==> src/rtl/viking_vram_responder_pkg.sv <==
// Shared types and timebase constants for the Viking video memory path.
package viking_pkg;

    localparam int ADDR_W      = 23;
    localparam int BLOCK_WORDS = 4;

    localparam logic [5:0] SAMPLE    = 6'h11;
    localparam logic [5:0] DEADLINE  = 6'h1E;
    localparam logic [3:0] CLK8_LOAD = 4'hD;

    typedef enum logic [1:0] {
        IDLE,
        DEMAND,
        PREFETCH,
        DRAIN
    } state_t;

    // Address of the following 4-word block; wraps modulo 2^23.
    function automatic logic [ADDR_W-1:0] next_block(input logic [ADDR_W-1:0] addr);
        return addr + ADDR_W'(BLOCK_WORDS);
    endfunction

endpackage

==> src/rtl/viking_vram_responder_if.sv <==
// Fetcher read port plus SDRAM request/acknowledge port of the video responder.
interface viking_vram_if;
    import viking_pkg::*;

    logic [ADDR_W-1:0] vaddr;
    logic              vread;
    logic [63:0]       vdata;
    logic              ram_req;
    logic [ADDR_W-1:0] ram_addr;
    logic              ram_ack;
    logic [63:0]       ram_data;

    modport master (
        output vaddr, vread, ram_ack, ram_data,
        input  vdata, ram_req, ram_addr
    );

    modport slave (
        input  vaddr, vread, ram_ack, ram_data,
        output vdata, ram_req, ram_addr
    );

endinterface

==> src/rtl/viking_vram_responder_phase_gen.sv <==
// Bus-cycle phase generator: t realigns to each clk_8_en rising edge, phase = {bus_cycle, t} registered.
module viking_phase_gen
    import viking_pkg::*;
(
    input  logic       pclk,
    input  logic       reset,
    input  logic       clk_8_en,
    input  logic [1:0] bus_cycle,
    output logic [5:0] phase
);

    logic       clk8_d_reg;
    logic [3:0] t_reg;
    logic [5:0] phase_reg;

    always_ff @(posedge pclk) begin
        if (reset) begin
            clk8_d_reg <= 1'b0;
            t_reg      <= 4'd0;
            phase_reg  <= 6'd0;
        end else begin
            clk8_d_reg <= clk_8_en;
            t_reg      <= (clk_8_en && !clk8_d_reg) ? CLK8_LOAD : t_reg + 4'd1;
            phase_reg  <= {bus_cycle, t_reg};
        end
    end

    assign phase = phase_reg;

endmodule

==> src/rtl/viking_vram_responder.sv <==
// Video read responder: serves the fetcher at a fixed latch point, hides SDRAM latency with a one-block prefetch.
module viking_vram_responder
    import viking_pkg::*;
(
    input  logic         pclk,
    input  logic         reset,
    input  logic         clk_8_en,
    input  logic [1:0]   bus_cycle,
    viking_vram_if.slave vram,
    output logic         late,
    output logic [15:0]  miss_cnt
);

    logic [5:0] phase;

    viking_phase_gen u_phase_gen (
        .pclk      (pclk),
        .reset     (reset),
        .clk_8_en  (clk_8_en),
        .bus_cycle (bus_cycle),
        .phase     (phase)
    );

    state_t            state_reg, state_next;
    logic              pf_valid_reg, pf_valid_next;
    logic [ADDR_W-1:0] pf_addr_reg, pf_addr_next;
    logic [63:0]       pf_data_reg, pf_data_next;
    logic [ADDR_W-1:0] req_addr_reg, req_addr_next;
    logic [63:0]       vdata_reg, vdata_next;
    logic              waiting_reg, waiting_next;
    logic              late_reg, late_next;
    logic [15:0]       miss_cnt_reg, miss_cnt_next;
    logic              ram_req_reg, ram_req_next;
    logic [ADDR_W-1:0] ram_addr_reg, ram_addr_next;

    logic ack;
    logic inflight;
    logic hit;

    always_ff @(posedge pclk) begin
        if (reset) begin
            state_reg    <= IDLE;
            pf_valid_reg <= 1'b0;
            pf_addr_reg  <= '0;
            pf_data_reg  <= '0;
            req_addr_reg <= '0;
            vdata_reg    <= '0;
            waiting_reg  <= 1'b0;
            late_reg     <= 1'b0;
            miss_cnt_reg <= '0;
            ram_req_reg  <= 1'b0;
            ram_addr_reg <= '0;
        end else begin
            state_reg    <= state_next;
            pf_valid_reg <= pf_valid_next;
            pf_addr_reg  <= pf_addr_next;
            pf_data_reg  <= pf_data_next;
            req_addr_reg <= req_addr_next;
            vdata_reg    <= vdata_next;
            waiting_reg  <= waiting_next;
            late_reg     <= late_next;
            miss_cnt_reg <= miss_cnt_next;
            ram_req_reg  <= ram_req_next;
            ram_addr_reg <= ram_addr_next;
        end
    end

    always_comb begin
        state_next    = state_reg;
        pf_valid_next = pf_valid_reg;
        pf_addr_next  = pf_addr_reg;
        pf_data_next  = pf_data_reg;
        req_addr_next = req_addr_reg;
        vdata_next    = vdata_reg;
        waiting_next  = waiting_reg;
        late_next     = late_reg;
        miss_cnt_next = miss_cnt_reg;
        ram_addr_next = ram_addr_reg;

        // An acknowledge is handled before the sample so a same-cycle sample sees its effect.
        ack = vram.ram_ack && ram_req_reg;
        if (ack) begin
            unique case (state_reg)
                DEMAND: begin
                    vdata_next    = vram.ram_data;
                    pf_addr_next  = next_block(req_addr_reg);
                    pf_valid_next = 1'b0;
                    waiting_next  = 1'b0;
                    state_next    = PREFETCH;
                end
                PREFETCH: begin
                    pf_data_next  = vram.ram_data;
                    pf_valid_next = 1'b1;
                    state_next    = IDLE;
                end
                DRAIN:   state_next = DEMAND;
                default: ;
            endcase
        end

        inflight = ram_req_reg && !ack;
        hit      = pf_valid_next && (pf_addr_next == vram.vaddr);

        if (phase == DEADLINE && waiting_reg) begin
            late_next = 1'b1;
        end

        if (phase == SAMPLE && vram.vread) begin
            req_addr_next = vram.vaddr;
            if (hit) begin
                vdata_next    = pf_data_next;
                pf_addr_next  = next_block(vram.vaddr);
                pf_valid_next = 1'b0;
                waiting_next  = 1'b0;
                state_next    = PREFETCH;
            end else begin
                // A stale buffer entry must not satisfy a later read while a demand is open.
                pf_valid_next = 1'b0;
                waiting_next  = 1'b1;
                if (miss_cnt_reg != 16'hFFFF) begin
                    miss_cnt_next = miss_cnt_reg + 16'd1;
                end
                if (!inflight) begin
                    state_next = DEMAND;
                end else if (state_reg != DRAIN && ram_addr_reg == vram.vaddr) begin
                    state_next = DEMAND;
                end else begin
                    state_next = DRAIN;
                end
            end
        end

        // Address follows the state that owns the bus; DRAIN keeps the outstanding one.
        ram_req_next = (state_next != IDLE);
        unique case (state_next)
            DEMAND:   ram_addr_next = req_addr_next;
            PREFETCH: ram_addr_next = pf_addr_next;
            default:  ram_addr_next = ram_addr_reg;
        endcase
        ram_addr_next[1:0] = 2'b00;
    end

    assign vram.vdata    = vdata_reg;
    assign vram.ram_req  = ram_req_reg;
    assign vram.ram_addr = ram_addr_reg;
    assign late          = late_reg;
    assign miss_cnt      = miss_cnt_reg;

endmodule

==> src/flat_wrapper.sv <==
// flat-port wrapper written by rule: the top's interface ports become plain ports
module viking_vram_responder_flat import viking_pkg::*;
  (pclk, reset, clk_8_en, bus_cycle, late, miss_cnt, vram_vaddr, vram_vread, vram_ram_ack, vram_ram_data, vram_vdata, vram_ram_req, vram_ram_addr);
  viking_vram_if vram_i ();
  input  logic pclk;
  input  logic reset;
  input  logic clk_8_en;
  input  logic [1:0] bus_cycle;
  output logic late;
  output logic [15:0] miss_cnt;
  input wire logic [$bits(vram_i.vaddr)-1:0] vram_vaddr;
  input wire logic [$bits(vram_i.vread)-1:0] vram_vread;
  input wire logic [$bits(vram_i.ram_ack)-1:0] vram_ram_ack;
  input wire logic [$bits(vram_i.ram_data)-1:0] vram_ram_data;
  output wire logic [$bits(vram_i.vdata)-1:0] vram_vdata;
  output wire logic [$bits(vram_i.ram_req)-1:0] vram_ram_req;
  output wire logic [$bits(vram_i.ram_addr)-1:0] vram_ram_addr;
  assign vram_i.vaddr = vram_vaddr;
  assign vram_i.vread = vram_vread;
  assign vram_i.ram_ack = vram_ram_ack;
  assign vram_i.ram_data = vram_ram_data;
  assign vram_vdata = vram_i.vdata;
  assign vram_ram_req = vram_i.ram_req;
  assign vram_ram_addr = vram_i.ram_addr;
  viking_vram_responder u_core (.pclk(pclk), .reset(reset), .clk_8_en(clk_8_en), .bus_cycle(bus_cycle), .vram(vram_i), .late(late), .miss_cnt(miss_cnt));
endmodule
==> config.mk <==
export PLATFORM = sky130hd
export DESIGN_NAME = viking_vram_responder_flat
export DESIGN_NICKNAME = d
export VERILOG_FILES = /design/src/rtl/viking_vram_responder_pkg.sv /design/src/rtl/viking_vram_responder_if.sv /design/src/rtl/viking_vram_responder_phase_gen.sv /design/src/rtl/viking_vram_responder.sv /design/src/flat_wrapper.sv
export SDC_FILE = /design/constraint.sdc
export NUM_CORES = 1
export LEC_CHECK = 0
export CORE_MARGIN = 8
export CORE_UTILIZATION = 30
export CTS_CLUSTER_SIZE = 40
export DETAILED_ROUTE_END_ITERATION = 6
export PLACE_DENSITY = 0.52
export REMOVE_ABC_BUFFERS = 1
export SYNTH_ARGS = -nofsm -noshare
export SYNTH_HDL_FRONTEND = slang
export SYNTH_SLANG_ARGS = --single-unit
==> constraint.sdc <==
create_clock -name pclk -period 6.1 [get_ports pclk]
set_clock_uncertainty 0.15 [all_clocks]
set_input_delay 0.915 -clock pclk [delete_from_list [all_inputs] [get_ports pclk]]
set_output_delay 0.915 -clock pclk [all_outputs]
set_load 0.005 [all_outputs]
==> results list, run 1 <==
* Result of the run: finished, final reports clean
- The largest single stage delay on the critical path is 0.57 ns.
- The layout has 4149 filler cells.
* Number of global-route vias before repair: 11400
* Cell class contributing the biggest share of worst-path delay: simple AND/OR/NAND/NOR gates
* Number of instances on the worst hold path: 2
- By startpoint and endpoint, the worst setup path is classified as register to register.
- Number of iterations in the first detailed-routing pass: 5
- Gate count of the mapped netlist: 1541
- Overall die area: 0.0476 mm²
- The internal power of the cells totals 0.00261 W.
- Clock-pin slew was measured on the worst setup and hold paths at 0.06 ns.
- At the pin with the least slew margin, the transition time is 0.995 ns.
- The share of total power dissipated in combinational logic is 0.092.
- Maximum vdd drop: 0.188 mV
* Drt total wl: 43800 µm
* Standard-cell row count: 74
- Slew HR: 0.337
- In the final layout, the share of cells above drive strength 1 is 0.0935.
- The finished cells cover 0.0155 mm².
* Total of hold buffers inserted after clock tree synthesis: 0
- In this run the worst hold path is classified as register to register.
- STA classifies the critical path startpoint as a register.
- Final estimated routing congestion in global placement: 0.928
- Global-route wire length before repair: 68200 µm
- Register-to-register path setup slack: 0.85 ns
* Total of cells resized after clock tree synthesis: 0
* Origin of the worst min-delay path: u_core.pf_data_reg[44]
* Area fraction of the dominant cell type after synthesis: 0.372
- Power spread over the standard cell area amounts to 226 mW/mm².
* Clock power frac: 0.469
* Initial cell density of the core: 0.302
* Worst Reg2Reg Path Length in Cells: 15
- Number of remaining DRC errors: 0
- Buffers added to address setup during post-CTS repair amount to 0.
- At the worst endpoint, the required time is 6.37 ns.
- Syn avg cell area: 7.96 µm²
* Number of antenna violations at the first check in global routing: 2
- Critical R2R Capture: u_core.vram.ram_addr[2]
- Post-layout util: 0.382
- Maximum number of pins on one net before global-route repair: 76
- Timing would allow up to 191 MHz.
- The worst hold path terminates at u_core.pf_data_reg[44].
* Placement Setup Slack: 0.487 ns
* Crit end category: register
* Floorplan Core Area: 0.0406 mm²
* Worst path slowest cell: sky130_fd_sc_hd__dfxtp_1
* Detail-routed via count per cell: 5.28
* Synth Flop Type: sky130_fd_sc_hd__dfxtp_1
* Max-capacitance violation count: 0
- Flip-flop and latch count after synthesis: 228
- In this run the worst setup path begins at u_core.req_addr_reg[2].
- Clock latency on the worst-skew pair, taken at its later pin, is 0.58 ns.
- Walking the worst path, the cells encountered are ha_1 > and4_1 > nand4_1 > or2_2 > nor4_1 > a221o_1 > a21oi_1 > buf_4 > and4b_1 > o31ai_1 > inv_1 > ha_1 > buf_4 > nand3_1 > a41oi_1.
* Final WS setup: 0.853 ns
- Switch Pwr: 0.000896 W
* Synthesis Warnings: 0
- The detailed router finished its first iteration with 831 violations.
- Ratio of final minimum period to clock period: 0.860
- Width of the die: 218 µm
* Clock buffers created by TritonCTS: 27
- Setup violations remaining at the end of the flow were counted as 0.
- R2r startpoint: u_core.req_addr_reg[2]
- Summing over every cut layer, the via total after detailed routing is 11700.
- Leakage Power: 5.21 nW
- From bottom edge to top edge, the die measures 218 µm.
- Setup repair after global routing left no endpoint under its margin.
- Port-buffer cells: 196
- Top post-synthesis cells by area: sky130_fd_sc_hd__dfxtp_1, sky130_fd_sc_hd__a2111oi_2, sky130_fd_sc_hd__nand2_1
- Pins over their slew limit: 0
- Clock period minus final worst setup slack: 5.25 ns
* Final ANT Viol Nets: 0
- Share of total power in sequential cells: 0.439
- The final hold violation count was 0.
- Counting every sink on the clock net gives 228.
- The net count of the finished layout is 1763.
- Count of buffering cells on the critical path with inverters included: 3
- The tree is rooted in a sky130_fd_sc_hd__clkbuf_16.
- The share of the Yosys chip area taken by registers is 0.372.
* Instance area after placement: 0.0146 mm²
- After global routing the overflow that remains totals 0.
* Syn-to-layout area delta: 26.4%
- Worst Path Arrival: 5.52 ns
- The largest total area in the synthesized netlist belongs to sky130_fd_sc_hd__dfxtp_1.
* Post-synth EDFFs: 0
* Final hold slack: 0.303 ns
- TritonCTS built the clock tree.
* Post-synthesis cell area: 0.0123 mm²
* Average wire per cell in the routed design: 19.8 µm
* Count of boundary I/O pins: 199
- Once detailed placement completed, the half-perimeter wirelength came to 30100 µm.
- Of the total power, the share spent switching nets is 0.256.
* GRT Overall Usage: 0.178
* Synth async-reset ratio: 0
* Post-synth cell types: 68
- Highest net fanout along the worst path: 25
* Htree depth: 1
* CTS Buffer Depth: 3
==> cell usage after synthesis (3+ instances only) <==
cell and number:
sky130_fd_sc_hd__nand2_1 236, sky130_fd_sc_hd__dfxtp_1 228, sky130_fd_sc_hd__nor3_1 141, sky130_fd_sc_hd__a21oi_1 116, sky130_fd_sc_hd__clkbuf_1 116, sky130_fd_sc_hd__inv_1 84
sky130_fd_sc_hd__nor2_1 71, sky130_fd_sc_hd__a2111oi_2 61, sky130_fd_sc_hd__nand3_1 56, sky130_fd_sc_hd__xnor2_1 56, sky130_fd_sc_hd__nand2b_1 30, sky130_fd_sc_hd__nand4_1 27
sky130_fd_sc_hd__o21ai_0 27, sky130_fd_sc_hd__xor2_1 26, sky130_fd_sc_hd__a31oi_1 22, sky130_fd_sc_hd__nor2b_1 18, sky130_fd_sc_hd__mux2i_1 16, sky130_fd_sc_hd__buf_2 15
sky130_fd_sc_hd__a311oi_1 13, sky130_fd_sc_hd__a41oi_1 13, sky130_fd_sc_hd__o21bai_1 13, sky130_fd_sc_hd__and3_1 12, sky130_fd_sc_hd__ha_1 11, sky130_fd_sc_hd__or4_1 11
sky130_fd_sc_hd__and4_1 10, sky130_fd_sc_hd__o31ai_1 10, sky130_fd_sc_hd__nor4_1 9, sky130_fd_sc_hd__mux2_1 7, sky130_fd_sc_hd__buf_6 6, sky130_fd_sc_hd__nand3b_1 6
sky130_fd_sc_hd__or3_1 6, sky130_fd_sc_hd__and2_1 5, sky130_fd_sc_hd__buf_1 5, sky130_fd_sc_hd__a2111oi_0 4, sky130_fd_sc_hd__buf_4 4, sky130_fd_sc_hd__nand4b_1 4
sky130_fd_sc_hd__o2111ai_1 3, sky130_fd_sc_hd__o21ai_1 3, sky130_fd_sc_hd__o22ai_1 3
==> placed cells by master (no fill, tap or decap), drive strengths merged, types with 12 or more instances in the layout <==
cell	Yosys	layout
dfxtp	228	228
and3	12	12
a41oi	13	13
buf	30	37
nor2	71	71
o21bai	13	13
xnor2	56	56
nand4	27	27
nor2b	18	18
clkdlybuf4s50	0	195
clkbuf	116	41
o21ai	30	30
nand3	56	56
mux2i	17	17
inv	84	85
a311oi	13	13
nand2b	30	30
nand2	236	236
xor2	26	26
a31oi	22	22
a2111oi	65	65
nor3	141	141
a21oi	116	116
==> final cells by class <==
cell class,count,area [µm²],share of cell area
clock buffers,40,795,0.0512
diodes,1,2.50,0.000161
flip-flops and latches,228,4560,0.294
multi-input cells,1084,6810,0.439
inverters,84,315,0.0203
repair buffers,233,2270,0.146
well taps,532,666,0.0429
clock inverters,10,92.6,0.00597
==> metrics by stage <==
stage	total power (W)	TNS [ns]	cells
3_3_place_gp	0.00190	0	2161
2_1_floorplan	0.00168	-208.95	1396
4_1_cts	0.00356	0	2211
3_5_place_dp	0.00190	0	2161
5_1_grt	0.00363	0	2211
6_report	0.00350	0	2212
==> how the worst max path moves through the flow <==
stage / to / slack, ns / cells past startpoint
finish: u_core.vram.ram_addr[2] / 0.85 / 15
global route: u_core.vram.ram_addr[14] / 0.55 / 15
CTS: u_core.vram.ram_addr[15] / 0.97 / 15
detailed placement: u_core.vram.ram_addr[15] / 0.49 / 13
global placement: u_core.vram.ram_addr[21] / 0.58 / 13
floorplan: u_core.vram.vdata[0] / -2.51 / 9
==> metal layers <==
| layer | wire (µm) | vias to the layer above | global-route usage |
|---|---|---|---|
| li1 | - | 5660 | - |
| met1 | 19600 | 5558 | 0.242 |
| met2 | 19500 | 393 | 0.274 |
| met3 | 3580 | 64 | 0.0514 |
| met4 | 1070 | 2 | 0.0484 |
| met5 | 11 | - | 0 |
==> power groups by stage <==
stage	clock [W]	sequential [W]	combinational (W)
after global placement	0	0.00157	0.000325
after floorplan	0	0.00157	0.000112
after detailed placement	0	0.00157	0.000324
final	0.00164	0.00154	0.000323
after global routing	0.00174	0.00154	0.000349
after CTS	0.00170	0.00154	0.000326
==> cell families (layout without fill, tap and decap cells) <==
| family | count (synthesis) | in the layout | share of synthesized area |
|---|---|---|---|
| AO/OA/AOI/OAI | 312 | 312 | 0.202 |
| XOR/XNOR | 82 | 82 | 0.0585 |
| adder cells (fa/ha/maj) | 11 | 11 | 0.0112 |
| buffers and inverters | 230 | 367 | 0.0768 |
| flip-flops | 228 | 228 | 0.372 |
| multiplexers | 25 | 25 | 0.0222 |
| other | 1 | 3 | 0.000306 |
| AND/OR/NAND/NOR | 652 | 652 | 0.257 |
==> worst register-to-register path, stage by stage (launching register included) <==
cell                      delay (ns)
sky130_fd_sc_hd__dfxtp_1        0.57
sky130_fd_sc_hd__ha_1           0.36
sky130_fd_sc_hd__and4_1         0.34
sky130_fd_sc_hd__nand4_1        0.36
sky130_fd_sc_hd__or2_2          0.44
sky130_fd_sc_hd__nor4_1         0.44
sky130_fd_sc_hd__a221o_1        0.19
sky130_fd_sc_hd__a21oi_1        0.04
sky130_fd_sc_hd__buf_4          0.21
sky130_fd_sc_hd__and4b_1        0.25
sky130_fd_sc_hd__o31ai_1        0.47
sky130_fd_sc_hd__inv_1          0.10
sky130_fd_sc_hd__ha_1           0.54
sky130_fd_sc_hd__buf_4          0.39
sky130_fd_sc_hd__nand3_1        0.11
sky130_fd_sc_hd__a41oi_1        0.11
(Power assumes the default switching activity.)
==> inputs of run 2 (changes only) <==
--- a/config.mk
+++ b/config.mk
@@ -9,8 +9,11 @@
 export CORE_UTILIZATION = 30
 export CTS_CLUSTER_SIZE = 40
 export DETAILED_ROUTE_END_ITERATION = 6
+export MAX_ROUTING_LAYER = met4
 export PLACE_DENSITY = 0.52
+export RECOVER_POWER = 100
 export REMOVE_ABC_BUFFERS = 1
+export SKIP_LAST_GASP = 1
 export SYNTH_ARGS = -nofsm -noshare
 export SYNTH_HDL_FRONTEND = slang
 export SYNTH_SLANG_ARGS = --single-unit
==> run 2 against run 1 <==
- critical endpoint is now u_core.vram.vdata[14]
- global-route usage up 0.37 points
- largest cell class unchanged
- highest routed layer is now met4
- flip-flop and latch count did not move
- critical path type unchanged
- the run now ends with capacitance limit, slew limit left
- combinational power down 4%
- count of clock-buffer cells in the layout decreased by 2
==> results list, run 2 (synthesis results as in run 1) <==
- Result of the run: finished, violations left
- Violations in the final reports: capacitance limit, slew limit
* Total power of the final layout: 0.00363 W
- Placement Setup Slack: 0.576 ns
* Overall die area: 0.0476 mm²
- Highest net fanout along the worst path: 55
* Maximum clock frequency: 182 MHz
* Floorplan Core Area: 0.0406 mm²
- In this run the tightest slew margin relative to its limit is -1.24.
- Across the run, the number of max-cap violations was 6.
- Counting the fill cells in the layout gives 4233.
- Buffers added to address setup during post-CTS repair amount to 0.
- For this design the total switching power over the nets is 0.000869 W.
- Power per cell area: 236 mW/mm²
- Height of the die: 218 µm
* Number of global-route vias before repair: 11600
* Worst Hold Class: register to register
- TritonCTS Sinks: 228
- The share of total power dissipated in sequential elements is 0.424.
- Required arrival time at the worst endpoint: 6.33 ns
* Element type at the critical path start: register
- Number of endpoints with negative hold slack in the final report: 0
- Measured slew at the worst slew-check pin: 3.36 ns
- The final route contains 11700 vias.
- Crit end category: register
- GRT Overall Usage: 0.182
* Global-route wire length before repair: 67800 µm
* Power share of the combinational group: 0.086
- Standard-cell row count: 74
- Number of iterations in the first detailed-routing pass: 6
- Entering global routing, the biggest net connects 80 pins.
* Final WS setup: 0.616 ns
* Detailed Place HPWL: 29800 µm
- For this configuration, the core starts out at a cell density of 0.302.
- By startpoint and endpoint, the worst setup path is classified as register to register.
* Total of hold buffers inserted after clock tree synthesis: 0
- Ratio of final minimum period to clock period: 0.899
* Detail-routed via count per cell: 5.30
* Residual overflow from global routing: 0
- In the final routed layout, each cell accounts on average for 19.7 µm.
- Port-buffer cells: 196
- CTS Buffer Depth: 3
- The routed design could run at a clock period as short as 5.48 ns.
- Number of nets in the final layout: 1766
- The first routing iteration left 895 violations.
- In the layout the commonest cells are sky130_fd_sc_hd__nand2_1, sky130_fd_sc_hd__dfxtp_1, sky130_fd_sc_hd__nor3_1.
* Most frequent standard cell in the layout excluding fill and tap cells: sky130_fd_sc_hd__nand2_1
* Final setup TNS: 0 ns
* Pins over their slew limit: 327
* Insertion delay of the later-clocked pin in the worst-skew pair: 0.55 ns
- From left edge to right edge, the die measures 218 µm.
- Htree depth: 1
- The share of total power dissipated in the clock network is 0.490.
- Root buffer selected by CTS: sky130_fd_sc_hd__clkbuf_16
- Number of antenna violations at the first check in global routing: 3
- 199 I/O pins were placed.
- Fraction of power spent switching nets: 0.240
- Final hold slack: 0.305 ns
- Of the cells placed in the final design, the portion with a size suffix greater than 1 is 0.0739.
* Syn-to-layout area delta: 25.4%
* Count of endpoints failing setup in the final report: 0
- Setup repair after global routing left no endpoint under its margin.
- Total of cells resized after clock tree synthesis: 0
- Drt total wl: 43700 µm
* Worst Path Arrival: 5.72 ns
- Final ANT Viol Nets: 0
- Clock tree from TritonCTS: yes
- Clock buffers created by TritonCTS: 29
- Leakage Power: 5.57 nW
- Internal power comes to 0.00276 W.
- Clock-pin slew was measured on the worst setup and hold paths at 0.06 ns.
- The congestion estimate from routability-driven global placement came to 0.939.
* Number of remaining DRC errors: 0
- The worst-case IR drop observed on VDD is 0.168 mV.
[run 2: worst max-delay path, cell delays in order (launching register included)]
cell and delay (ns):
sky130_fd_sc_hd__dfxtp_1 0.56, sky130_fd_sc_hd__ha_1 0.31, sky130_fd_sc_hd__and4_1 0.35, sky130_fd_sc_hd__nand4_1 0.37
sky130_fd_sc_hd__or2_2 0.44, sky130_fd_sc_hd__nor4_1 0.43, sky130_fd_sc_hd__a221o_1 0.21, sky130_fd_sc_hd__a21oi_1 0.04
sky130_fd_sc_hd__buf_4 0.21, sky130_fd_sc_hd__nand3_1 0.11, sky130_fd_sc_hd__clkbuf_2 0.87, sky130_fd_sc_hd__buf_4 0.71
sky130_fd_sc_hd__nor3_1 0.11, sky130_fd_sc_hd__a2111oi_0 0.39
[run 2: power groups by stage]
stage	sequential [W]	clock [W]	combinational, W
6_report	0.00154	0.00178	0.000311
3_3_place_gp	0.00157	0	0.000325
5_1_grt	0.00154	0.00190	0.000336
4_1_cts	0.00154	0.00184	0.000326
2_1_floorplan	0.00157	0	0.000112
3_5_place_dp	0.00157	0	0.000324
[run 2: area by class of cell]
cell class              instances  area [µm²]  area share
clock buffers                  38         820      0.0533
multi-input cells            1084        6610       0.430
diodes                          5        12.5    0.000813
clock inverters                11         163      0.0106
repair buffers                234        2240       0.146
well taps                     532         666      0.0433
flip-flops and latches        228        4560       0.297
inverters                      84         315      0.0205
[run 2: through the flow]
step           instances  area (µm²)   util
4_1_cts             2211       15600  0.384
5_1_grt             2214       15400  0.379
2_1_floorplan       1396       11600      -
3_5_place_dp        2162       14600  0.360
3_3_place_gp        2162       14600  0.360
6_report            2216       15400  0.379
[run 2: per-layer routing]
metal / track usage / vias to the layer above / part of all wire
li1: - / 5659 / -
met1: 0.236 / 5664 / 0.46
met2: 0.290 / 359 / 0.46
met3: 0.0387 / 52 / 0.065
met4: 0.0394 / 0 / 0.016
met5: - / - / 0
[run 2: worst paths after layout]
check,start,end,slack [ns],cells after the start
setup / recovery,u_core.req_addr_reg[2],u_core.vram.vdata[14],0.62,13
hold / removal,u_core.pf_data_reg[53],u_core.pf_data_reg[53],0.30,2
setup reg to reg,u_core.req_addr_reg[2],u_core.vram.vdata[14],0.62,13
hold reg to reg,u_core.pf_data_reg[53],u_core.pf_data_reg[53],0.30,2
